===== config.mk =====
export PLATFORM = sky130hd
export DESIGN_NAME = my_bus_responder
export DESIGN_NICKNAME = d
export VERILOG_FILES = /design/src/rtl/my_bus_responder.sv
export SDC_FILE = /design/constraint.sdc
export NUM_CORES = 1
export LEC_CHECK = 0
export ABC_AREA = 0
export CAP_MARGIN = 20
export CORE_AREA = 4 4 112 221
export CTS_CLUSTER_DIAMETER = 30
export CTS_CLUSTER_SIZE = 30
export DETAILED_ROUTE_END_ITERATION = 8
export DIE_AREA = 0 0 116 225
export DONT_BUFFER_PORTS = 1
export GPL_TIMING_DRIVEN = 0
export PLACE_DENSITY = 0.82
export SYNTH_ARGS = -nofsm -noshare
export SYNTH_HDL_FRONTEND = slang
export SYNTH_SLANG_ARGS = --single-unit
export TNS_END_PERCENT = 100

===== constraint.sdc =====
create_clock -name clk -period 4.3 [get_ports clk]
set_clock_uncertainty 0.1 [all_clocks]
set_input_delay 0.645 -clock clk [delete_from_list [all_inputs] [get_ports clk]]
set_output_delay 0.645 -clock clk [all_outputs]
set_load 0.02 [all_outputs]

===== src/rtl/my_bus_responder.sv =====
// my_bus_responder: two-stage bus beat processor feeding a result FIFO.
//
// A beat on the bus (valid=1) is captured into stage 1 at the rising edge.
// On the next edge the stage-1 operands are combined according to the opcode
// and the result is pushed into a DEPTH-entry FIFO. The bus has no
// backpressure, so a push that meets a full FIFO with no simultaneous pop is
// dropped. Each drop raises drop for one cycle and bumps a saturating
// counter. The FIFO head is presented directly from storage.
//
// Opcode c: 0 = a+b, 1 = a-b, 2 = a&b, 3 = a^b (all modulo 2^32).
//
// Parameters
//   DEPTH  FIFO entries; must be a power of two and at least 2.
//   CNT_W  width of drop_count.
//
// Ports
//   clk         in   single clock, rising edge
//   reset_n     in   asynchronous active-low reset
//   valid       in   bus beat qualifier
//   a, b        in   32-bit operands
//   c           in   2-bit opcode
//   out_valid   out  FIFO head holds a result
//   out_ready   in   downstream accept; ignored while out_valid=0
//   out_result  out  result at FIFO head
//   out_c       out  opcode of FIFO head entry
//   level       out  FIFO occupancy, 0..DEPTH
//   drop        out  one-cycle pulse after a beat is discarded
//   drop_count  out  saturating count of discarded beats
module my_bus_responder #(
  parameter int unsigned DEPTH = 4,
  parameter int unsigned CNT_W = 16
) (
  input  logic                   clk,
  input  logic                   reset_n,
  input  logic                   valid,
  input  logic [31:0]            a,
  input  logic [31:0]            b,
  input  logic [1:0]             c,
  output logic                   out_valid,
  input  logic                   out_ready,
  output logic [31:0]            out_result,
  output logic [1:0]             out_c,
  output logic [$clog2(DEPTH):0] level,
  output logic                   drop,
  output logic [CNT_W-1:0]       drop_count
);

  localparam int unsigned PtrW = $clog2(DEPTH);
  localparam int unsigned LvlW = PtrW + 1;

  localparam logic [LvlW-1:0]  FullLevel = LvlW'(DEPTH);
  localparam logic [LvlW-1:0]  LvlOne    = LvlW'(1);
  localparam logic [PtrW-1:0]  PtrOne    = PtrW'(1);
  localparam logic [CNT_W-1:0] CntOne    = CNT_W'(1);

  typedef enum logic [1:0] {
    OpAdd = 2'd0,
    OpSub = 2'd1,
    OpAnd = 2'd2,
    OpXor = 2'd3
  } op_e;

  // ---------------------------------------------------------------------------
  // Stage 1: capture the beat
  // ---------------------------------------------------------------------------
  logic        s1_valid_q;
  logic [1:0]  s1_op_q;
  logic [31:0] s1_a_q;
  logic [31:0] s1_b_q;

  // Operand registers load only on a valid beat so that undriven bus values
  // between beats never reach the datapath.
  always_ff @(posedge clk or negedge reset_n) begin
    if (!reset_n) begin
      s1_valid_q <= 1'b0;
      s1_op_q    <= '0;
      s1_a_q     <= '0;
      s1_b_q     <= '0;
    end else begin
      s1_valid_q <= valid;
      if (valid) begin
        s1_op_q <= c;
        s1_a_q  <= a;
        s1_b_q  <= b;
      end
    end
  end

  // ---------------------------------------------------------------------------
  // Stage 2: compute
  // ---------------------------------------------------------------------------
  logic [31:0] s2_result;

  always_comb begin
    s2_result = '0;
    unique case (op_e'(s1_op_q))
      OpAdd:   s2_result = s1_a_q + s1_b_q;
      OpSub:   s2_result = s1_a_q - s1_b_q;
      OpAnd:   s2_result = s1_a_q & s1_b_q;
      OpXor:   s2_result = s1_a_q ^ s1_b_q;
      default: s2_result = '0;
    endcase
  end

  // ---------------------------------------------------------------------------
  // FIFO control
  // ---------------------------------------------------------------------------
  logic [LvlW-1:0]  level_q, level_d;
  logic [PtrW-1:0]  wr_ptr_q, wr_ptr_d;
  logic [PtrW-1:0]  rd_ptr_q, rd_ptr_d;
  logic             drop_q, drop_d;
  logic [CNT_W-1:0] drop_count_q, drop_count_d;

  logic full;
  logic pop;
  logic push_ok;

  assign out_valid = (level_q != '0);
  assign full      = (level_q == FullLevel);
  assign pop       = out_valid & out_ready;
  // A full FIFO still accepts a push when the head leaves on the same edge.
  assign push_ok   = s1_valid_q & (~full | pop);

  always_comb begin
    level_d      = level_q;
    wr_ptr_d     = wr_ptr_q;
    rd_ptr_d     = rd_ptr_q;
    drop_d       = 1'b0;
    drop_count_d = drop_count_q;

    if (push_ok && !pop) begin
      level_d = level_q + LvlOne;
    end else if (pop && !push_ok) begin
      level_d = level_q - LvlOne;
    end

    // Pointer width is exactly log2(DEPTH), so the increment wraps on its own.
    if (push_ok) begin
      wr_ptr_d = wr_ptr_q + PtrOne;
    end
    if (pop) begin
      rd_ptr_d = rd_ptr_q + PtrOne;
    end

    if (s1_valid_q && !push_ok) begin
      drop_d = 1'b1;
      if (drop_count_q != '1) begin
        drop_count_d = drop_count_q + CntOne;
      end
    end
  end

  always_ff @(posedge clk or negedge reset_n) begin
    if (!reset_n) begin
      level_q      <= '0;
      wr_ptr_q     <= '0;
      rd_ptr_q     <= '0;
      drop_q       <= 1'b0;
      drop_count_q <= '0;
    end else begin
      level_q      <= level_d;
      wr_ptr_q     <= wr_ptr_d;
      rd_ptr_q     <= rd_ptr_d;
      drop_q       <= drop_d;
      drop_count_q <= drop_count_d;
    end
  end

  // ---------------------------------------------------------------------------
  // FIFO storage
  // ---------------------------------------------------------------------------
  logic [31:0] res_mem_q [DEPTH];
  logic [1:0]  op_mem_q  [DEPTH];

  // Storage is reset so the head reads as zero straight out of reset.
  always_ff @(posedge clk or negedge reset_n) begin
    if (!reset_n) begin
      for (int unsigned i = 0; i < DEPTH; i++) begin
        res_mem_q[i] <= '0;
        op_mem_q[i]  <= '0;
      end
    end else if (push_ok) begin
      res_mem_q[wr_ptr_q] <= s2_result;
      op_mem_q[wr_ptr_q]  <= s1_op_q;
    end
  end

  // ---------------------------------------------------------------------------
  // Outputs
  // ---------------------------------------------------------------------------
  assign out_result = res_mem_q[rd_ptr_q];
  assign out_c      = op_mem_q[rd_ptr_q];
  assign level      = level_q;
  assign drop       = drop_q;
  assign drop_count = drop_count_q;

  // ---------------------------------------------------------------------------
  // Invariants
  // ---------------------------------------------------------------------------
  a_level_bound: assert property (@(posedge clk) disable iff (!reset_n)
    level_q <= FullLevel);

  a_head_stable: assert property (@(posedge clk) disable iff (!reset_n)
    (out_valid && !out_ready) |=> ($stable(out_result) && $stable(out_c)));

endmodule


==> flow_summary_export.csv, run 1 <==
group,metric,value,unit
outcome,status,"finished, violations left",
outcome,violations,"negative hold slack, negative setup slack",
cells_and_area,layout_common_cells,"dfrtp_1 (226), mux2_2 (128), nand2_1 (116)",
pwr,leakage,6.47,nW
yosys,synth_flop_cell,"dfrtp_1",
cells_and_area,antenna_cells,0,
placement,hpwl,23800,um
yosys,ys_ff_latch,227,
cells_and_area,fin_nets,1310,
sta,worstMarginPinSlew,1.00,ns
grt,grtUsageTotal,0.251,
worst_hold_path,min_path_type,"in2async",
grt,grt_max_degree,228,
die,num_io_pins,125,
die,die_width,116,um
clock_tree,postCtsHoldBufs,1,
clock_tree,htreeDepth,1,
cells_and_area,num-fill-cells,1785,
yosys,yosysWarnings,0,
sta,layout_min_cycle_time,4.75,ns
sta,final-setup-viol-count,40,
setup_path,crit_type,"reg2reg",
cells_and_area,drive_above_1_share,0.279,
pwr,p_total,10.0,mW
yosys,synthCells,1107,
setup_path,worstRegToRegCells,17,
setup_path,worst_setup_path_end_kind,"flip-flop",
route,first_iter_violations,513,
setup_path,path_cells,"or4_4 > or4b_4 > or2_4 > or3_4 > nor4_4 > nor2_1 > xnor2_1 > ha_1 > inv_2 > nor3_4 > nand4_1 > a21oi_4 > nor2_4 > o21ai_4 > nor4b_2 > a221o_1 > mux2_4",
sta,drv_slew,0,
sta,max_freq,0.211,GHz
die,core-area,23100,um^2
pwr,pwr-share-seq,0.336,
placement,port_buffers,0,
sta,rsz0062_at_grt,"yes",
setup_path,slowest_stage,"or4_4",
clock_tree,numCtsBuffers,27,
grt,grt_overflow_total,0,
placement,gp_congestion,0.969,
route,routed-via-count,9148,
sta,final.setup.worst_slack,-0.446,ns
sta,hold_slack,-0.295,ns
clock_tree,ctsLongestPathBuffers,3,
pwr,switching_share,0.380,
sta,slew_headroom,0.334,
clock_tree,cts.clk_slew.worst_paths,0.06,ns
yosys,synth.distinct_cells,59,
placement,placed_cell_area,12900,um^2
sta,hold_viol,227,
clock_tree,clock_latency,0.56,ns
setup_path,arrival,5.08,ns
route,ant_nets,0,
setup_path,critPathRequiredTime,4.64,ns
clock_tree,clkSinkCount,227,
route,routedWlPerCell,22.3,um
route,dr.pass1.iters,4,
sta,fin_crit_sh,1.10,
route,route.detailed.drc,0,
yosys,synth-edff-count,0,
yosys,netlist_area,12600,um^2
cells_and_area,final_common_cell,"dfrtp_1",
pwr,pwr-share-comb,0.415,
setup_path,path_max_fanout,4,
die,fp.dieArea,26100,um^2
clock_tree,cts_tree,"yes",
pwr,pwr-share-clk,0.249,
die,floorplan.rows,79,
setup_path,critPathLaunchType,"flip-flop",
cells_and_area,area_growth_syn_to_layout,16.5,%
pwr,p_per_area,683,nW/um^2
grt,grt_antenna_before_repair,0,
grt,grt_pass1_vias,9994,
yosys,syn_nets,1249,
cells_and_area,final_cell_area,14600,um^2
yosys,syn_avg_cell_area,11.4,um^2
route,wirelength,32800,um
clock_tree,cts-root-buf,"clkbuf_16",
job,maxCapViolCount,0,
yosys,ys_seq_area_frac,0.452,
pwr,internal_power,6.20,mW
setup_path,max_stage_delay,0.55,ns
die,start_util,0.544,
yosys,synthArstFlopShare,1.00,
die,die_y,225,um
grt,grt_pass1_wl,51400,um
pwr,power.net_switching,3.80,mW
pwr,vdd_drop_max,456,uV
route,vias_per_cell,6.22,
cells in the mapped netlist, drive strengths merged (8+ instances only):
cell type	count	area (um^2)
a21o	14	105
xor2	30	263
mux4	34	766
mux2i	28	280
nor2	36	135
nand2	121	462
nand4	8	50.1
nor2b	8	50.1
nand2b	9	56.3
xnor2	46	403
inv	18	67.6
nand3	16	80.1
ha	70	876
o21ai	111	556
a21oi	45	225
buf	11	42.5
mux2	141	1590
clkbuf	45	169
dfrtp	227	5680
worst paths after layout:
kind | startpoint | end | slack, ns
min in group clk | b[0] | s1_b_q[0]$_DFFE_PN0P_ | 0.11
max in group asynchronous | reset_n | s1_a_q[0]$_DFFE_PN0P_ | 3.93
hold reg to reg | res_mem_q[110]$_DFFE_PN0P_ | res_mem_q[110]$_DFFE_PN0P_ | 0.38
setup / recovery | s1_b_q[10]$_DFFE_PN0P_ | res_mem_q[61]$_DFFE_PN0P_ | -0.45
setup reg to reg | s1_b_q[10]$_DFFE_PN0P_ | res_mem_q[61]$_DFFE_PN0P_ | -0.45
hold / removal | reset_n | res_mem_q[108]$_DFFE_PN0P_ | -0.30
through the flow:
step	setup TNS, ns	utilization	hold WS, ns	setup slack, ns	instances
detailed placement	-35.40	0.560	0.265	-0.900	1390
floorplan	-2.25	-	0.249	-0.203	1107
global route	-14.15	0.633	-0.323	-0.537	1471
finish	-8.96	0.633	-0.295	-0.446	1471
global placement	-33.32	0.560	0.266	-0.868	1390
CTS	-7.82	0.617	-0.332	-0.410	1462
power groups by stage:
stage	logic (mW)	registers, mW	clock network [mW]
3_3_place_gp	3.63	3.30	0
5_1_grt	4.48	3.43	2.62
6_report	4.15	3.36	2.49
3_5_place_dp	3.73	3.38	0
4_1_cts	3.93	3.34	2.53
2_1_floorplan	2.96	3.21	0
registers in the layout, indices dropped and copies added, names as in the netlist:
register and count:
s1_valid_q 1, s1_a_q 32, s1_b_q 32, level 3, rd_ptr_q 2, res_mem_q 128, wr_ptr_q 2, s1_op_q 2
op_mem_q 8, drop_count 16, drop 1
metal layers:
metal / GRT usage / vias to the layer above / wire length [um] / part of all wire
met5: 0 / - / 0 / 0
met4: 0.123 / 0 / 1670 / 0.051
met3: 0.0403 / 105 / 1580 / 0.048
met2: 0.473 / 311 / 18200 / 0.56
met1: 0.262 / 4612 / 11300 / 0.35
li1: - / 4120 / - / -
cells by family (layout without fill, tap and decap cells):
logic type,after synthesis,after routing,synth area share
XOR/XNOR,76,76,0.0529
flip-flops,227,227,0.452
buffers and inverters,74,155,0.0222
AND/OR/NAND/NOR,243,243,0.0921
multiplexers,203,203,0.209
AO/OA/AOI/OAI,212,212,0.0986
adder cells (fa/ha/maj),72,72,0.0729
cell type report:
cell class	count	area [um^2]	share of cell area
inverter	18	67.6	0.00461
multi-input combinational	806	7040	0.481
sequential	227	5680	0.388
buffer	53	208	0.0142
tap	283	354	0.0242
clock inverter	20	302	0.0206
clock buffer	29	693	0.0473
timing repair buffer	35	292	0.0199
repair_timing:
item / CTS / global route
resized for setup: 62 / 67
pin swaps: 32 / 36
endpoints found under the hold margin: 228 / 227
setup endpoints to repair: 82 / 82
buffers inserted: 22 / 12
critical path: cells and delay by family, from the launching register on:
family	cells	cell delay [ns]
multiplexers	1	0.28
AND/OR/NAND/NOR	10	2.51
adder cells (fa/ha/maj)	1	0.34
XOR/XNOR	1	0.14
buffers and inverters	1	0.07
AO/OA/AOI/OAI	3	0.83
flip-flops	1	0.38
No activity file was read; power rests on OpenSTA's default activity.
==> run 2: changes to the inputs <==
Settings changed: CORE_AREA 4 4 112 221 to 4 4 180 138, DIE_AREA 0 0 116 225 to 0 0 184 142, PLACE_DENSITY 0.82 to 0.83.
==> flow_summary_export.csv, run 2 (synthesis gave the netlist of run 1 again) <==
group,metric,value,unit
job,maxCapViolCount,0,
setup_path,worst_setup_path_end_kind,"flip-flop",
grt,grt_antenna_before_repair,6,
die,fp.dieArea,26100,um^2
sta,max_freq,0.211,GHz
clock_tree,ctsLongestPathBuffers,3,
setup_path,arrival,5.14,ns
cells_and_area,largest_reg_flops,128,
clock_tree,postCtsHoldBufs,1,
setup_path,crit_family,"simple AND/OR/NAND/NOR gates",
die,num_io_pins,125,
sta,final.setup.worst_slack,-0.445,ns
pwr,p_per_area,698,nW/um^2
setup_path,max_stage_delay,0.56,ns
clock_tree,clock_latency,0.57,ns
sta,worstMarginPinSlew,1.06,ns
cells_and_area,largest-register,"res_mem_q",
clock_tree,cts.clk_slew.worst_paths,0.06,ns
cells_and_area,drive_above_1_share,0.274,
worst_hold_path,min_path_type,"in2async",
pwr,leakage,6.40,nW
outcome,violations,"negative hold slack, negative setup slack",
sta,fin_crit_sh,1.10,
sta,hold_slack,-0.320,ns
die,die_width,184,um
route,ant_nets,0,
placement,placed_cell_area,13000,um^2
grt,grt_pass1_wl,51100,um
setup_path,crit_top_cell,"xnor2_1",
die,die_y,142,um
route,vias_per_cell,6.25,
route,dr.pass1.iters,5,
sta,layout_min_cycle_time,4.74,ns
grt,grt_pass1_vias,9211,
cells_and_area,final_common_cell,"dfrtp_1",
placement,pre_cts_ws,-0.889,ns
die,core-area,22900,um^2
outcome,status,"finished, violations left",
route,route.detailed.drc,0,
sta,drv_slew,0,
pwr,vdd_drop_max,370,uV
route,routedWlPerCell,22.5,um
setup_path,path_max_fanout,4,
setup_path,critPathLaunchType,"flip-flop",
clock_tree,htreeDepth,1,
cells_and_area,reg_top3,"res_mem_q x128, s1_a_q x32, s1_b_q x32",
placement,hpwl,23200,um
cells_and_area,area_growth_syn_to_layout,15.8,%
clock_tree,cts_tree,"yes",
sta,final-setup-viol-count,40,
sta,hold_viol,227,
setup_path,slowest_stage,"or4_4",
cells_and_area,final_cell_area,14600,um^2
grt,grtUsageTotal,0.247,
cells_and_area,fin_nets,1307,
clock_tree,clkSinkCount,227,
clock_tree,numCtsBuffers,31,
route,routed-via-count,9321,
setup_path,path_buf_inv,1,
die,floorplan.rows,48,
setup_path,path_depth,16,
sta,slew_headroom,0.291,
placement,gp_congestion,0.951,
setup_path,worstRegToRegCells,16,
route,wirelength,33500,um
setup_path,crit_type,"reg2reg",
setup_path,critPathRequiredTime,4.70,ns
grt,grt_overflow_total,0,
placement,placedCellCount,1407,
cells_and_area,final_cells,1491,
sta,rsz0062_at_grt,"yes",
placement,port_buffers,0,
cells_and_area,layout_common_cells,"dfrtp_1 (227), mux2_2 (135), nand2_1 (117)",
route,first_iter_violations,795,
grt,grt_max_degree,228,
sta,finalSetupTns,-9.60,ns
clock_tree,cts-root-buf,"clkbuf_16",
setup_path,path_cells,"or4_4 > or4b_4 > or2_4 > or3_4 > nor4_2 > nor2_1 > xnor2_1 > ha_1 > buf_4 > a41o_1 > a311o_1 > o2111ai_1 > nand3_1 > xnor2_1 > mux2i_2 > mux2_2",
die,start_util,0.548,
==> run 2: final timing paths <==
| kind | startpoint | endpoint | slack (ns) |
|---|---|---|---|
| min | reset_n | drop_count[7]$_DFFE_PN0P_ | -0.32 |
| max | s1_b_q[10]$_DFFE_PN0P_ | res_mem_q[95]$_DFFE_PN0P_ | -0.44 |
| max in group asynchronous | reset_n | s1_a_q[13]$_DFFE_PN0P_ | 4.08 |
| max reg2reg | s1_b_q[10]$_DFFE_PN0P_ | res_mem_q[95]$_DFFE_PN0P_ | -0.44 |
| min in group clk | b[1] | s1_b_q[1]$_DFFE_PN0P_ | 0.11 |
| min reg2reg | res_mem_q[49]$_DFFE_PN0P_ | res_mem_q[49]$_DFFE_PN0P_ | 0.38 |
==> run 2: final cells by class <==
| type | instances | area, um^2 |
|---|---|---|
| flip-flops and latches | 227 | 5680 |
| fillers | 1717 | 8380 |
| well taps | 300 | 375 |
| inverters | 18 | 67.6 |
| plain buffers | 53 | 205 |
| clock inverters | 22 | 272 |
| multi-input cells | 806 | 6890 |
| clock buffers | 36 | 835 |
| diodes | 1 | 2.50 |
| repair buffers | 28 | 228 |
==> run 2: through the flow <==
stage	hold slack, ns	utilization	power, mW
2_1_floorplan	0.249	-	6.18
3_3_place_gp	0.254	0.565	6.96
3_5_place_dp	0.254	0.565	7.14
4_1_cts	-0.342	0.623	9.97
5_1_grt	-0.340	0.634	10.7
6_report	-0.320	0.635	10.2
==> run 2: power by group <==
part / total, mW / internal, mW / switching (mW)
Clock: 2.69 / 1.66 / 1.03
Sequential: 3.38 / 2.87 / 0.512
Combinational: 4.09 / 1.75 / 2.34
Total: 10.2 / 6.28 / 3.88
==> run 2: metal layers <==
layer / GRT usage / up-vias / wire, um
li1: - / 4135 / -
met1: 0.353 / 4676 / 14100
met2: 0.382 / 417 / 15300
met3: 0.0631 / 81 / 3270
met4: 0.0646 / 12 / 790
met5: 0 / - / 68
==> run 2: repair_timing <==
action | 4_1_cts | 5_1_grt
resized for setup | 37 | 63
setup buffers | 16 | 11
endpoints found under the setup margin | 79 | 82
pin swaps | 18 | 23
cloned | 0 | 0
hold endpoints to repair | 228 | 227
==> run 3: changes to the inputs <==
Settings changed: SETUP_SLACK_MARGIN set to 0.4.
==> flow_summary_export.csv, run 3 (synthesis gave the netlist of run 1 again) <==
group,metric,value,unit
outcome,status,"finished, violations left",
outcome,violations,"negative hold slack, negative setup slack",
die,floorplan.rows,48,
grt,grt_util_met3,0.0838,
die,die_y,142,um
die,core-area,22900,um^2
grt,grt_overflow_total,0,
cells_and_area,reg_top3,"res_mem_q x128, s1_a_q x32, s1_b_q x32",
clock_tree,cts.clk_slew.worst_paths,0.05,ns
cells_and_area,num-fill-cells,1701,
clock_tree,clock_latency,0.53,ns
sta,drv_slew,0,
setup_path,path_buf_inv,1,
setup_path,path_max_fanout,4,
grt,grt_pass1_vias,9336,
cells_and_area,seq_area,5680,um^2
die,start_util,0.548,
route,routed-via-count,9238,
route,vias_per_cell,6.19,
pwr,p_per_area,702,nW/um^2
sta,slew_headroom,0.320,
sta,hold_slack,-0.286,ns
setup_path,critPathRequiredTime,4.60,ns
pwr,p_total,10.4,mW
cells_and_area,largest-register,"res_mem_q",
worst_hold_path,min_path_type,"in2async",
sta,fin_crit_sh,1.11,
setup_path,crit_family,"simple AND/OR/NAND/NOR gates",
die,fp.dieArea,26100,um^2
cells_and_area,largest_reg_flops,128,
cells_and_area,area_growth_syn_to_layout,17.8,%
die,die_width,184,um
die,num_io_pins,125,
placement,gp_congestion,0.942,
route,route.detailed.drc,0,
clock_tree,cts_tree,"yes",
grt,grt_antenna_before_repair,6,
cells_and_area,multi_input_area,7080,um^2
clock_tree,numCtsBuffers,34,
sta,finalSetupTns,-10.74,ns
setup_path,worst_setup_path_end_kind,"flip-flop",
grt,top_usage_layer,"met2",
route,first_iter_violations,844,
route,wirelength,33600,um
clock_tree,htreeDepth,2,
grt,grt_pass1_wl,51400,um
sta,final.setup.worst_slack,-0.476,ns
sta,hold_viol,227,
setup_path,path_cells,"or4_4 > or4b_4 > or2_4 > or3_4 > o21ai_4 > xor2_1 > ha_1 > a21o_1 > a21oi_2 > nor2b_1 > a311o_1 > o2111ai_2 > nand3_2 > xnor2_2 > mux2i_2 > buf_4 > mux2_2",
sta,worstMarginPinSlew,1.02,ns
setup_path,r2r_setup_slack,-0.48,ns
cells_and_area,fin_nets,1309,
placement,port_buffers,0,
grt,use_met1,0.342,
setup_path,max_stage_delay,0.56,ns
sta,max_freq,0.209,GHz
cells_and_area,antenna_cells,0,
cells_and_area,final_common_cell,"dfrtp_1",
placement,hpwl,22800,um
clock_tree,clkSinkCount,227,
setup_path,crit_type,"reg2reg",
setup_path,arrival,5.08,ns
clock_tree,cts-root-buf,"clkbuf_16",
grt,grtUsageTotal,0.251,
route,ant_nets,0,
clock_tree,ctsLongestPathBuffers,3,
sta,rsz0062_at_grt,"yes",
cells_and_area,layout_common_cells,"dfrtp_1 (226), mux2_2 (133), nand2_1 (116)",
setup_path,slowest_stage,"or4_4",
route,dr.pass1.iters,5,
pwr,vdd_drop_max,372,uV
route,routedWlPerCell,22.5,um
sta,final-setup-viol-count,44,
pwr,leakage,6.50,nW
grt,grtUsageMet2,0.390,
cells_and_area,drive_above_1_share,0.294,
grt,grt_max_degree,228,
sta,layout_min_cycle_time,4.78,ns
setup_path,critPathLaunchType,"flip-flop",
job,maxCapViolCount,0,
## run 3: final timing paths
kind | start | endpoint | cells past startpoint
max in group asynchronous | reset_n | s1_b_q[8]$_DFFE_PN0P_ | 0
max reg2reg | s1_b_q[10]$_DFFE_PN0P_ | res_mem_q[95]$_DFFE_PN0P_ | 17
min in group clk | valid | s1_valid_q$_DFF_PN0_ | 0
max | s1_b_q[10]$_DFFE_PN0P_ | res_mem_q[95]$_DFFE_PN0P_ | 17
min reg2reg | res_mem_q[9]$_DFFE_PN0P_ | res_mem_q[9]$_DFFE_PN0P_ | 2
min | reset_n | drop_count[8]$_DFFE_PN0P_ | 0
## run 3: final cells by class
type | instances | share of cell area
sequential | 227 | 0.384
timing repair buffer | 24 | 0.0137
buffer | 56 | 0.0155
multi-input combinational | 806 | 0.478
clock buffer | 40 | 0.0624
tap | 300 | 0.0254
clock inverter | 21 | 0.0168
inverter | 18 | 0.00456
## run 3: repair_timing
item / in CTS / in global routing
cloned: 0 / 0
setup endpoints to repair: 108 / 108
pin swaps: 30 / 19
setup buffers: 16 / 8
resized for setup: 80 / 68
hold endpoints to repair: 227 / 227
## run 3: where the power goes
group | total, mW | switching (mW) | leakage (nW) | internal, mW
clock network | 2.82 | 1.10 | 0.579 | 1.71
registers | 3.37 | 0.499 | 2.77 | 2.87
logic | 4.21 | 2.41 | 3.15 | 1.80
total | 10.4 | 4.01 | 6.50 | 6.39
## run 3: stage by stage
stage	util	instance area, um^2	setup slack [ns]	hold slack [ns]	instances
floorplan	-	12600	-0.203	0.249	1107
global placement	0.565	13000	-0.775	0.254	1407
detailed placement	0.565	13000	-0.951	0.254	1407
CTS	0.632	14500	-0.444	-0.305	1484
global route	0.645	14800	-0.625	-0.302	1492
finish	0.645	14800	-0.476	-0.286	1492
## run 3: layer usage
layer | wire length [um] | part of all wire
met5 | 70 | 0.0021
met4 | 854 | 0.025
met3 | 3420 | 0.10
met2 | 15500 | 0.46
met1 | 13800 | 0.41
